File: config.mk
export PLATFORM = sky130hd
export DESIGN_NAME = router_register
export DESIGN_NICKNAME = d
export VERILOG_FILES = /design/src/rtl/router_pkg.sv /design/src/rtl/router_parity_check.sv /design/src/rtl/router_register.sv
export SDC_FILE = /design/constraint.sdc
export NUM_CORES = 1
export LEC_CHECK = 0
export CORE_UTILIZATION = 47
export CTS_CLUSTER_SIZE = 25
export DETAILED_ROUTE_END_ITERATION = 12
export PLACE_DENSITY_LB_ADDON = 0.2
export SLEW_MARGIN = 25
export SYNTH_ARGS = -nofsm -noshare
export SYNTH_HDL_FRONTEND = slang
export SYNTH_HIERARCHICAL = 1
export SYNTH_SLANG_ARGS = --single-unit
export TNS_END_PERCENT = 50
File: constraint.sdc
create_clock -name clk -period 1.3 [get_ports clk]
set_clock_uncertainty 0.2 [all_clocks]
set_input_delay 0.195 -clock clk [delete_from_list [all_inputs] [get_ports clk]]
set_output_delay 0.195 -clock clk [all_outputs]
set_load 0.02 [all_outputs]
File: src/rtl/router_pkg.sv
// Shared constants for the router datapath.
package router_pkg;

  localparam int unsigned DATA_W = 8;
  localparam logic [1:0] INVALID_ADDR = 2'b11;

  function automatic logic addr_valid(input logic [DATA_W-1:0] hdr);
    return hdr[1:0] != INVALID_ADDR;
  endfunction

endpackage

File: src/rtl/router_parity_check.sv
// Running XOR parity of header/payload, captured parity byte and mismatch flag.
module router_parity_check
  import router_pkg::*;
(
  input  logic              clk,
  input  logic              rst,
  input  logic              detect_addr,
  input  logic              lfd_state,
  input  logic              ld_state,
  input  logic              full_state,
  input  logic              pkt_valid,
  input  logic [DATA_W-1:0] din,
  input  logic [DATA_W-1:0] header,
  input  logic              parity_done,
  output logic              err
);

  logic [DATA_W-1:0] acc_q;
  logic [DATA_W-1:0] pkt_parity_q;

  always_ff @(posedge clk or negedge rst) begin
    if (!rst) begin
      acc_q <= '0;
    end else if (detect_addr) begin
      acc_q <= '0;
    end else if (lfd_state) begin
      acc_q <= acc_q ^ header;
    end else if (ld_state && pkt_valid && !full_state) begin
      acc_q <= acc_q ^ din;
    end
  end

  always_ff @(posedge clk or negedge rst) begin
    if (!rst) begin
      pkt_parity_q <= '0;
    end else if (detect_addr) begin
      pkt_parity_q <= '0;
    end else if (ld_state && !pkt_valid) begin
      pkt_parity_q <= din;
    end
  end

  always_ff @(posedge clk or negedge rst) begin
    if (!rst) begin
      err <= 1'b0;
    end else if (detect_addr) begin
      err <= 1'b0;
    end else if (parity_done) begin
      err <= acc_q != pkt_parity_q;
    end
  end

endmodule

File: src/rtl/router_register.sv
// Router byte register: header/hold capture, FIFO data steering and packet-end flags.
// Parity checking is built only when ROUTER_REGISTER_PARITY_CHECK_EN is defined.
module router_register
  import router_pkg::*;
(
  input  logic              clk,
  input  logic              rst,
  input  logic              pkt_valid,
  input  logic [DATA_W-1:0] din,
  input  logic              fifo_full,
  input  logic              detect_addr,
  input  logic              lfd_state,
  input  logic              ld_state,
  input  logic              laf_state,
  input  logic              full_state,
  input  logic              rst_int_reg,
  output logic [DATA_W-1:0] dout,
  output logic              err,
  output logic              parity_done,
  output logic              low_pkt_valid
);

  logic [DATA_W-1:0] header_q;
  logic [DATA_W-1:0] hold_q;

  always_ff @(posedge clk or negedge rst) begin
    if (!rst) begin
      header_q <= '0;
    end else if (detect_addr && pkt_valid && addr_valid(din)) begin
      header_q <= din;
    end
  end

  // Bytes arriving while the FIFO is full are parked in hold_q and replayed in laf_state.
  always_ff @(posedge clk or negedge rst) begin
    if (!rst) begin
      dout   <= '0;
      hold_q <= '0;
    end else if (lfd_state) begin
      dout <= header_q;
    end else if (ld_state && !fifo_full) begin
      dout <= din;
    end else if (ld_state && fifo_full) begin
      hold_q <= din;
    end else if (laf_state) begin
      dout <= hold_q;
    end
  end

  always_ff @(posedge clk or negedge rst) begin
    if (!rst) begin
      low_pkt_valid <= 1'b0;
    end else if (rst_int_reg) begin
      low_pkt_valid <= 1'b0;
    end else if (ld_state && !pkt_valid) begin
      low_pkt_valid <= 1'b1;
    end
  end

  always_ff @(posedge clk or negedge rst) begin
    if (!rst) begin
      parity_done <= 1'b0;
    end else if (detect_addr) begin
      parity_done <= 1'b0;
    end else if ((ld_state && !fifo_full && !pkt_valid) ||
                 (laf_state && low_pkt_valid && !parity_done)) begin
      parity_done <= 1'b1;
    end
  end

`ifdef ROUTER_REGISTER_PARITY_CHECK_EN
  router_parity_check u_parity_check (
    .clk         (clk),
    .rst         (rst),
    .detect_addr (detect_addr),
    .lfd_state   (lfd_state),
    .ld_state    (ld_state),
    .full_state  (full_state),
    .pkt_valid   (pkt_valid),
    .din         (din),
    .header      (header_q),
    .parity_done (parity_done),
    .err         (err)
  );
`else
  logic unused_full_state;
  assign unused_full_state = full_state;
  assign err = 1'b0;
`endif

endmodule

; Word level (Yosys, flattened, before mapping)
; Index checks and enable logic that the tools add are counted.
[totals]
ff_bits = 26
inputBits = 18
output_inout_bits = 11
word_cells = 34
[classes]
n_eq_ne = 2
n_mux = 8
n_bitwise = 2
n_reduce_logical = 17
[ops]
columns = op, count
row1 = $mux 8, 4
row2 = $logic_and 1x1->1, 8
row3 = $mux 1, 4
row4 = $reduce_bool 2->1, 2
row5 = $logic_not 1->1, 3
row6 = $ne 3x3->1 const B, 1
row7 = $reduce_and 3->1, 1
row8 = $reduce_bool 3->1, 1
row9 = $ne 2x2->1 const B, 1
row10 = $not 1->1, 2
row11 = $reduce_and 2->1, 1
row12 = $logic_or 1x1->1, 1

; Longest topological paths before layout
; Gate-level depths: netlist (run 1).
[logic_depth]
ltp_word = 6
depth_mapped = 5
depth_no_buf = 3

; Worst setup path before layout (run 1)
; OpenSTA, ideal clock, no wires.
[synth_timing]
path_kind = input to register
start = input lfd_state
end = register hold_q[0]
setup_ps = 125
t_arrival_ps = 894
t_required_ps = 975
slack_ps = 81
cell_stages = 3
path_buffers = 1
cell_sequence = buf_6 -> nand3b_2 -> mux2_2
[synth_via]
elab_chain_len = 2
[synth_lines]
columns = item, line_no
row1 = "start, declared", router_register.sv:12  ; input logic lfd_state,
row2 = $not 1->1 (no source line), n/a
row3 = $reduce_and 3->1 (no source line), n/a
row4 = "end signal, assigned", router_register.sv:44  ; hold_q <= din;
row5 = "end, declared", router_register.sv:24  ; logic [DATA_W-1:0] hold_q;
; Every way passes these cells.
; A chain may end at the register's enable or synchronous reset.

; Worst setup path after layout (run 1)
[layout_timing]
start = register dout[2]
end = output dout[2]
[layout_lines]
columns = item, line_no
row1 = "start, declared", router_register.sv:17  ; output logic [DATA_W-1:0] dout,
row2 = "start signal, assigned", router_register.sv:40  ; dout <= header_q;
row3 = "start signal, assigned", router_register.sv:42  ; dout <= din;
row4 = "start signal, assigned", router_register.sv:46  ; dout <= hold_q;
; No word-level cell between the ends.

==> out/qor.yml, run 1 <==
status:
  outcome: "complete, no violations"
route:
  avgRoutedWirePerCell_um: 14.80
  detailedRoute.firstPassIterationCount: 4
  detail_route.vias_per_cell: 5.424
  vias: 922
  routed_wl_um: 2516
  drtIter0Drc: 14
  route.detailed.drc: 0
  drtAntennaViolNets: 0
synth:
  synthDominantCellAreaShare_pct: 56.28
  post-synth-top-area-cell: "dfrtp_1"
  synthCells: 94
  avgSynthCellArea_um2: 12.30
  ys_ff_latch: 26
  yosys-top-cells-area: "dfrtp_1 (56%), mux2_2 (14%), a221o_1 (6.9%), nand2b_1 (4.9%), o21ai_0 (3.5%)"
  synth_nets: 112
  ys_types: 20
  yosysWarnings: 6
  syn-cell-area_um2: 1156
  seq_area_frac_synth_pct: 56.28
die:
  ios: 29
  core_area_um2: 2255
  fp-row-count: 17
  die_x_um: 51.60
  design.die.area_um2: 2662
  die_height_um: 51.60
  floorplan.initialDensity_pct: 51.28
layout:
  finish.cell_count_without_fillers: 170
  drive_above_1_share_pct: 38.03
  synth_to_layout_area_growth_pct: 40.58
  final_net_count: 162
  num_antenna_cells: 0
sta:
  max_freq_ghz: 0.7822
  finalSetupViolCount: 0
  timing_max_transition_violations_final: 0
  final_critical_path_setup_slack_ns: 0.02155
  timing.final.crit_period_ns: 1.278
  post-route-period-util_pct: 98.34
  unrepaired_setup_endpoints_after_global_routing: "true"
  report.final.hold_viol_count: 0
critical_path:
  setup.worst_path.start: "dout[2]"
  cpMaxStageDelayCell: "dfrtp_1"
  crit_arrival_ns: 0.88
  r2r_slack_ns: 0.04
  cp.buffers_inverters: 1
  reg2reg_from: "dout[6]"
  crit-reg2reg-capture: "dout[6]"
  setup.worst_path.end: "dout[2]"
  setup.worst_path.start_class: "register"
  timing.reg2reg.worst_path_depth: 3
  max_stage_delay_ns: 0.41
  setup.worst_path.end_class: "output pin"
  worstPathRequired_ns: 0.90
  path_class: "reg2out"
  path_cells: "buf_2"
  critical-path-top-delay-family: "flip-flops"
  cp.depth: 1
  timing.critical_path.fanout_max: 2
global_routing:
  grt_remaining_overflow: 0
  grt_start_max_net_pins: 27
  antenna_found_initial: 0
  global_route_wire_length_before_repair_um: 4133
  grt_pass1_vias: 899
  globalRouteTotalUtil_pct: 22.24
cts:
  worst_setup_hold_path_clk_slew_ns: 0.13
  cts_tree: "built"
  cts.root.buffer_cell: "clkbuf_4"
  clk_latency_ns: 0.32
  cts-root-to-sink-buffers: 2
  tritoncts_num_sinks: 26
  cts_htree_levels: 1
  tritoncts.num_buffers: 3
power:
  p_leak_uw: 0.0007654
  power.density_cell_area_nw_per_um2: 1168
  total_power_uw: 1898
  max-vdd-ir-drop_mv: 0.7895
placed_design:
  place.port_buffers: 26
  place.detailed.instances: 164
  final_weighted_congestion_in_routability_driven_placement: 0.6963
  detailedPlace.worstSlack_ns: -0.5474
  hpwl_um: 1819
run:
  cap_violations: 0
worst_hold_path:
  hold_path.class: "in2async"
## kinds of logic after synthesis
group | share of synthesized area [%]
simple gates | 13.20
buf+inv | 2.814
compound gates | 13.75
mux | 13.64
flops | 56.28
other cells | 0.3244
## synthesized netlist by cell type
cell type	count
nor3_4	1
o21ai_0	8
nand2b_1	9
buf_2	2
a221oi_1	1
buf_4	1
nor2b_1	2
buf_6	1
nand2_1	9
nor2_1	4
a21o_1	1
conb_1	1
mux2_2	14
o22a_1	2
nand3b_2	1
a21oi_1	1
dfrtp_1	26
inv_1	1
a221o_1	8
and2b_1	1
## repair_timing
action / in CTS / in global routing
hold buffers: 1 / 0
endpoints found under the setup margin: 33 / 13
setup buffers: 1 / 1
endpoints found under the hold margin: 1 / 0
pin swaps: 2 / 0
gates resized for setup: 52 / 9
## flip-flops by register name, summed over array words and instances, names as in the netlist
| name | flops |
|---|---|
| hold_q | 8 |
| low_pkt_valid | 1 |
| header_q | 8 |
| dout | 8 |
| parity_done | 1 |
## per-layer routing
layer,vias up,track usage (%),part of all wire (%),routed length [µm]
met5,-,0,0,0
met4,0,10.81,1.8,46
met3,4,2.632,3.3,83
met2,21,39.61,52,1296
met1,460,26.40,43,1089
li1,437,-,-,-
## layout by cell type (no fill, tap or decap)
cell type	synthesis	final
mux2_2	14	14
dlygate4sd2_1	0	8
nor2b_1	2	1
buf_6	1	5
clkdlybuf4s50_1	0	8
nor3_4	1	1
a21o_1	1	1
and2b_2	0	1
a221oi_1	1	1
conb_1	1	1
inv_1	1	1
a21oi_1	1	1
o21ai_0	8	8
clkbuf_4	0	3
buf_2	2	6
nand3b_2	1	1
nor2b_4	0	1
nand2b_2	0	1
dfrtp_1	26	26
buf_4	1	19
buf_12	0	2
o22a_1	2	2
nand2b_1	9	8
nor2_1	4	4
dlygate4sd3_1	0	1
nand2_1	9	9
a221o_1	8	8
## metrics by stage
step	area (µm²)	setup TNS, ns	utilization (%)	hold slack [ns]
after global placement	1598	-10.19	70.87	0.2816
after global routing	1625	-0.07727	72.09	0.008865
final	1625	0	72.09	0.007309
after floorplan	1156	0	-	-0.3006
after CTS	1590	0	70.53	0.02074
after detailed placement	1598	-11.28	70.87	0.2879
## worst min-delay path by stage
stage                    endpoint  cells past startpoint  startpoint  slack [ns]
CTS                 low_pkt_valid                      2         rst        0.02
global route              dout[1]                      2         rst       0.009
global placement          dout[4]                      1   hold_q[4]        0.28
floorplan                 dout[0]                      0         rst       -0.30
detailed placement        dout[2]                      1   hold_q[2]        0.29
finish                  hold_q[3]                      2         rst       0.007
## where the power goes
part | switching [µW] | total (µW) | internal (µW)
clock network | 227 | 336 | 109
registers | 75.5 | 1020 | 946
logic | 228 | 541 | 312
## area by class of cell
class                   instances  area (µm²)
fillers                       183       629.4
flip-flops and latches         26       650.6
multi-input cells              63       484.2
clock buffers                   3       22.52
repair buffers                 49       429.2
inverters                       1       3.754
well taps                      28       35.03
No activity file was read; power rests on OpenSTA's default activity.
==> run 2, diff against run 1 <==
Clock period 1.3 ns to 1.2 ns, I/O delays scaled along.
==> run 2 against run 1 <==
Effect of this change: the run now ends with hold timing, setup timing left; clock-buffer cell count did not move; clock power up 76%; wire length rose by 1.4%; highest routed layer unchanged; critical path depth unchanged; total power grew 23%.
==> out/qor.yml, run 2 (same netlist as run 1, synthesis figures left out) <==
power:
  power.density_cell_area_nw_per_um2: 1374  # +18%
  p_leak_uw: 0.0008007  # +4.6%
  max-vdd-ir-drop_mv: 0.9618  # +22%
layout:
  drive_above_1_share_pct: 40.43  # +2.4 points
  synth_to_layout_area_growth_pct: 46.75
  layout_commonest_cell: "dfrtp_1"
  finalInstanceArea_um2: 1697  # +4.4%
  layout.cells.most_common_list: "dfrtp_1 (26), buf_4 (18), mux2_2 (14), buf_6 (11)"
  reg_top3: "dout: 8 flops, header_q: 8 flops, hold_q: 8 flops"
  finish.cell_count_without_fillers: 169  # -0.59%
  num_antenna_cells: 0  # unchanged
  final_net_count: 160  # -1.2%
sta:
  post-route-period-util_pct: 106.5
  final_critical_path_setup_slack_ns: -0.07772  # -0.09927 ns
  whs_ns: -0.003712  # -0.01102 ns
  max_freq_ghz: 0.7826
  timing_max_transition_violations_final: 0  # unchanged
  timing.final.crit_period_ns: 1.278
  unrepaired_setup_endpoints_after_global_routing: "true"
  finalSetupViolCount: 13  # +13
  report.final.hold_viol_count: 1  # +1
die:
  floorplan.initialDensity_pct: 51.28  # unchanged
  fp-row-count: 17  # unchanged
  core_area_um2: 2255  # unchanged
  die_x_um: 51.60  # unchanged
  die_height_um: 51.60  # unchanged
  ios: 29  # unchanged
  design.die.area_um2: 2662  # unchanged
cts:
  cts_htree_levels: 1  # unchanged
  tritoncts.num_buffers: 3  # unchanged
  cts_tree: "built"
  clk_latency_ns: 0.31  # about the same
  tritoncts_num_sinks: 26  # unchanged
  cts.root.buffer_cell: "clkbuf_4"
  cts-root-to-sink-buffers: 2  # unchanged
  worst_setup_hold_path_clk_slew_ns: 0.14  # about the same
critical_path:
  cpMaxStageDelayCell: "dfrtp_1"
  crit_arrival_ns: 0.90  # +0.02 ns
  path_class: "reg2out"
  setup.worst_path.start: "dout[7]"
  setup.worst_path.start_class: "register"
  path_cells: "buf_6"
  setup.worst_path.end_class: "output pin"
  cp.buffers_inverters: 1  # unchanged
  critical-path-top-delay-family: "flip-flops"
  max_stage_delay_ns: 0.44  # +0.03 ns
  timing.critical_path.fanout_max: 2  # unchanged
  worstPathRequired_ns: 0.82  # -0.08 ns
  reg2reg_from: "low_pkt_valid"
route:
  detail_route.vias_per_cell: 5.284  # -2.6%
  routed_wl_um: 2551  # +1.4%
  vias: 893  # -3.1%
  drtAntennaViolNets: 0  # unchanged
  detailedRoute.firstPassIterationCount: 4  # unchanged
  drtIter0Drc: 27  # +13
  route.detailed.drc: 0  # unchanged
  avgRoutedWirePerCell_um: 15.09  # +2.0%
placed_design:
  place.port_buffers: 26  # unchanged
  hpwl_um: 1757  # -3.4%
  final_weighted_congestion_in_routability_driven_placement: 0.7126  # +2.3%
  detailed_place.area_um2: 1579  # -1.2%
  place.detailed.instances: 162  # -1.2%
global_routing:
  grt_start_max_net_pins: 27  # unchanged
  global_route_wire_length_before_repair_um: 4112  # -0.51%
  globalRouteTotalUtil_pct: 21.74  # -0.50 points
  grt_pass1_vias: 893  # -0.67%
  antenna_found_initial: 0  # unchanged
  grt_remaining_overflow: 0  # unchanged
worst_hold_path:
  hold_path.class: "in2async"
run:
  cap_violations: 0  # unchanged
status:
  violated_checks: "hold timing, setup timing"
  outcome: "finished, violations left"
[run 2: routing by layer]
| layer | routed length, µm | up-vias | GRT usage, % |
|---|---|---|---|
| met3 | 103 | 2 | 4.094 |
| met4 | 17 | 0 | 6.757 |
| met2 | 1325 | 21 | 36.58 |
| met1 | 1104 | 438 | 28.32 |
| li1 | - | 432 | - |
| met5 | 0 | - | 0 |
[run 2: power breakdown]
| part | total, µW | internal, µW | switching [µW] |
|---|---|---|---|
| logic | 623 | 370 | 253 |
| registers | 1120 | 1030 | 92.6 |
| clock network | 590 | 338 | 252 |
| total | 2330 | 1730 | 597 |
[run 2: layout make-up]
cell class | instances | area (µm²)
multi-input combinational | 63 | 510.5
inverter | 1 | 3.754
sequential | 26 | 650.6
timing repair buffer | 47 | 444.2
clock buffer | 3 | 22.52
fill | 151 | 558.0
tap | 28 | 35.03
clock inverter | 1 | 30.03
[run 2: timing repair]
item	CTS	global route
gates resized for setup	73	8
setup buffers	2	1
hold buffers	1	0
setup endpoints to repair	33	25
endpoints found under the hold margin	1	0
pin swaps	1	2
[run 2: worst register-to-register path: cells and delay by family (launching register included)]
| kind | cells | cell delay (ns) |
|---|---|---|
| and+or+nand+nor | 1 | 0.06 |
| AOI/OAI and AO/OA | 1 | 0.27 |
| buffers and inverters | 1 | 0.14 |
| DFF | 1 | 0.42 |
[run 2: stage by stage]
stage / TNS [ns] / total power (µW) / utilization, % / worst slack [ns]
floorplan: 0 / 1388 / - / 0.01081
global placement: -14.27 / 1688 / 70.03 / -0.7354
detailed placement: -15.52 / 1714 / 70.03 / -0.8763
CTS: -0.6406 / 2329 / 74.31 / -0.08064
global route: -0.9222 / 2431 / 75.25 / -0.1019
finish: -0.5525 / 2331 / 75.25 / -0.07772
[run 2: worst paths after layout]
check,slack (ns),cells after the start,to
max,-0.08,1,dout[7]
min,-0.004,2,parity_done
max reg2reg,0.01,3,parity_done
min reg2reg,0.31,1,header_q[0]
max in group asynchronous,0.65,2,dout[6]
min in group clk,0,3,low_pkt_valid
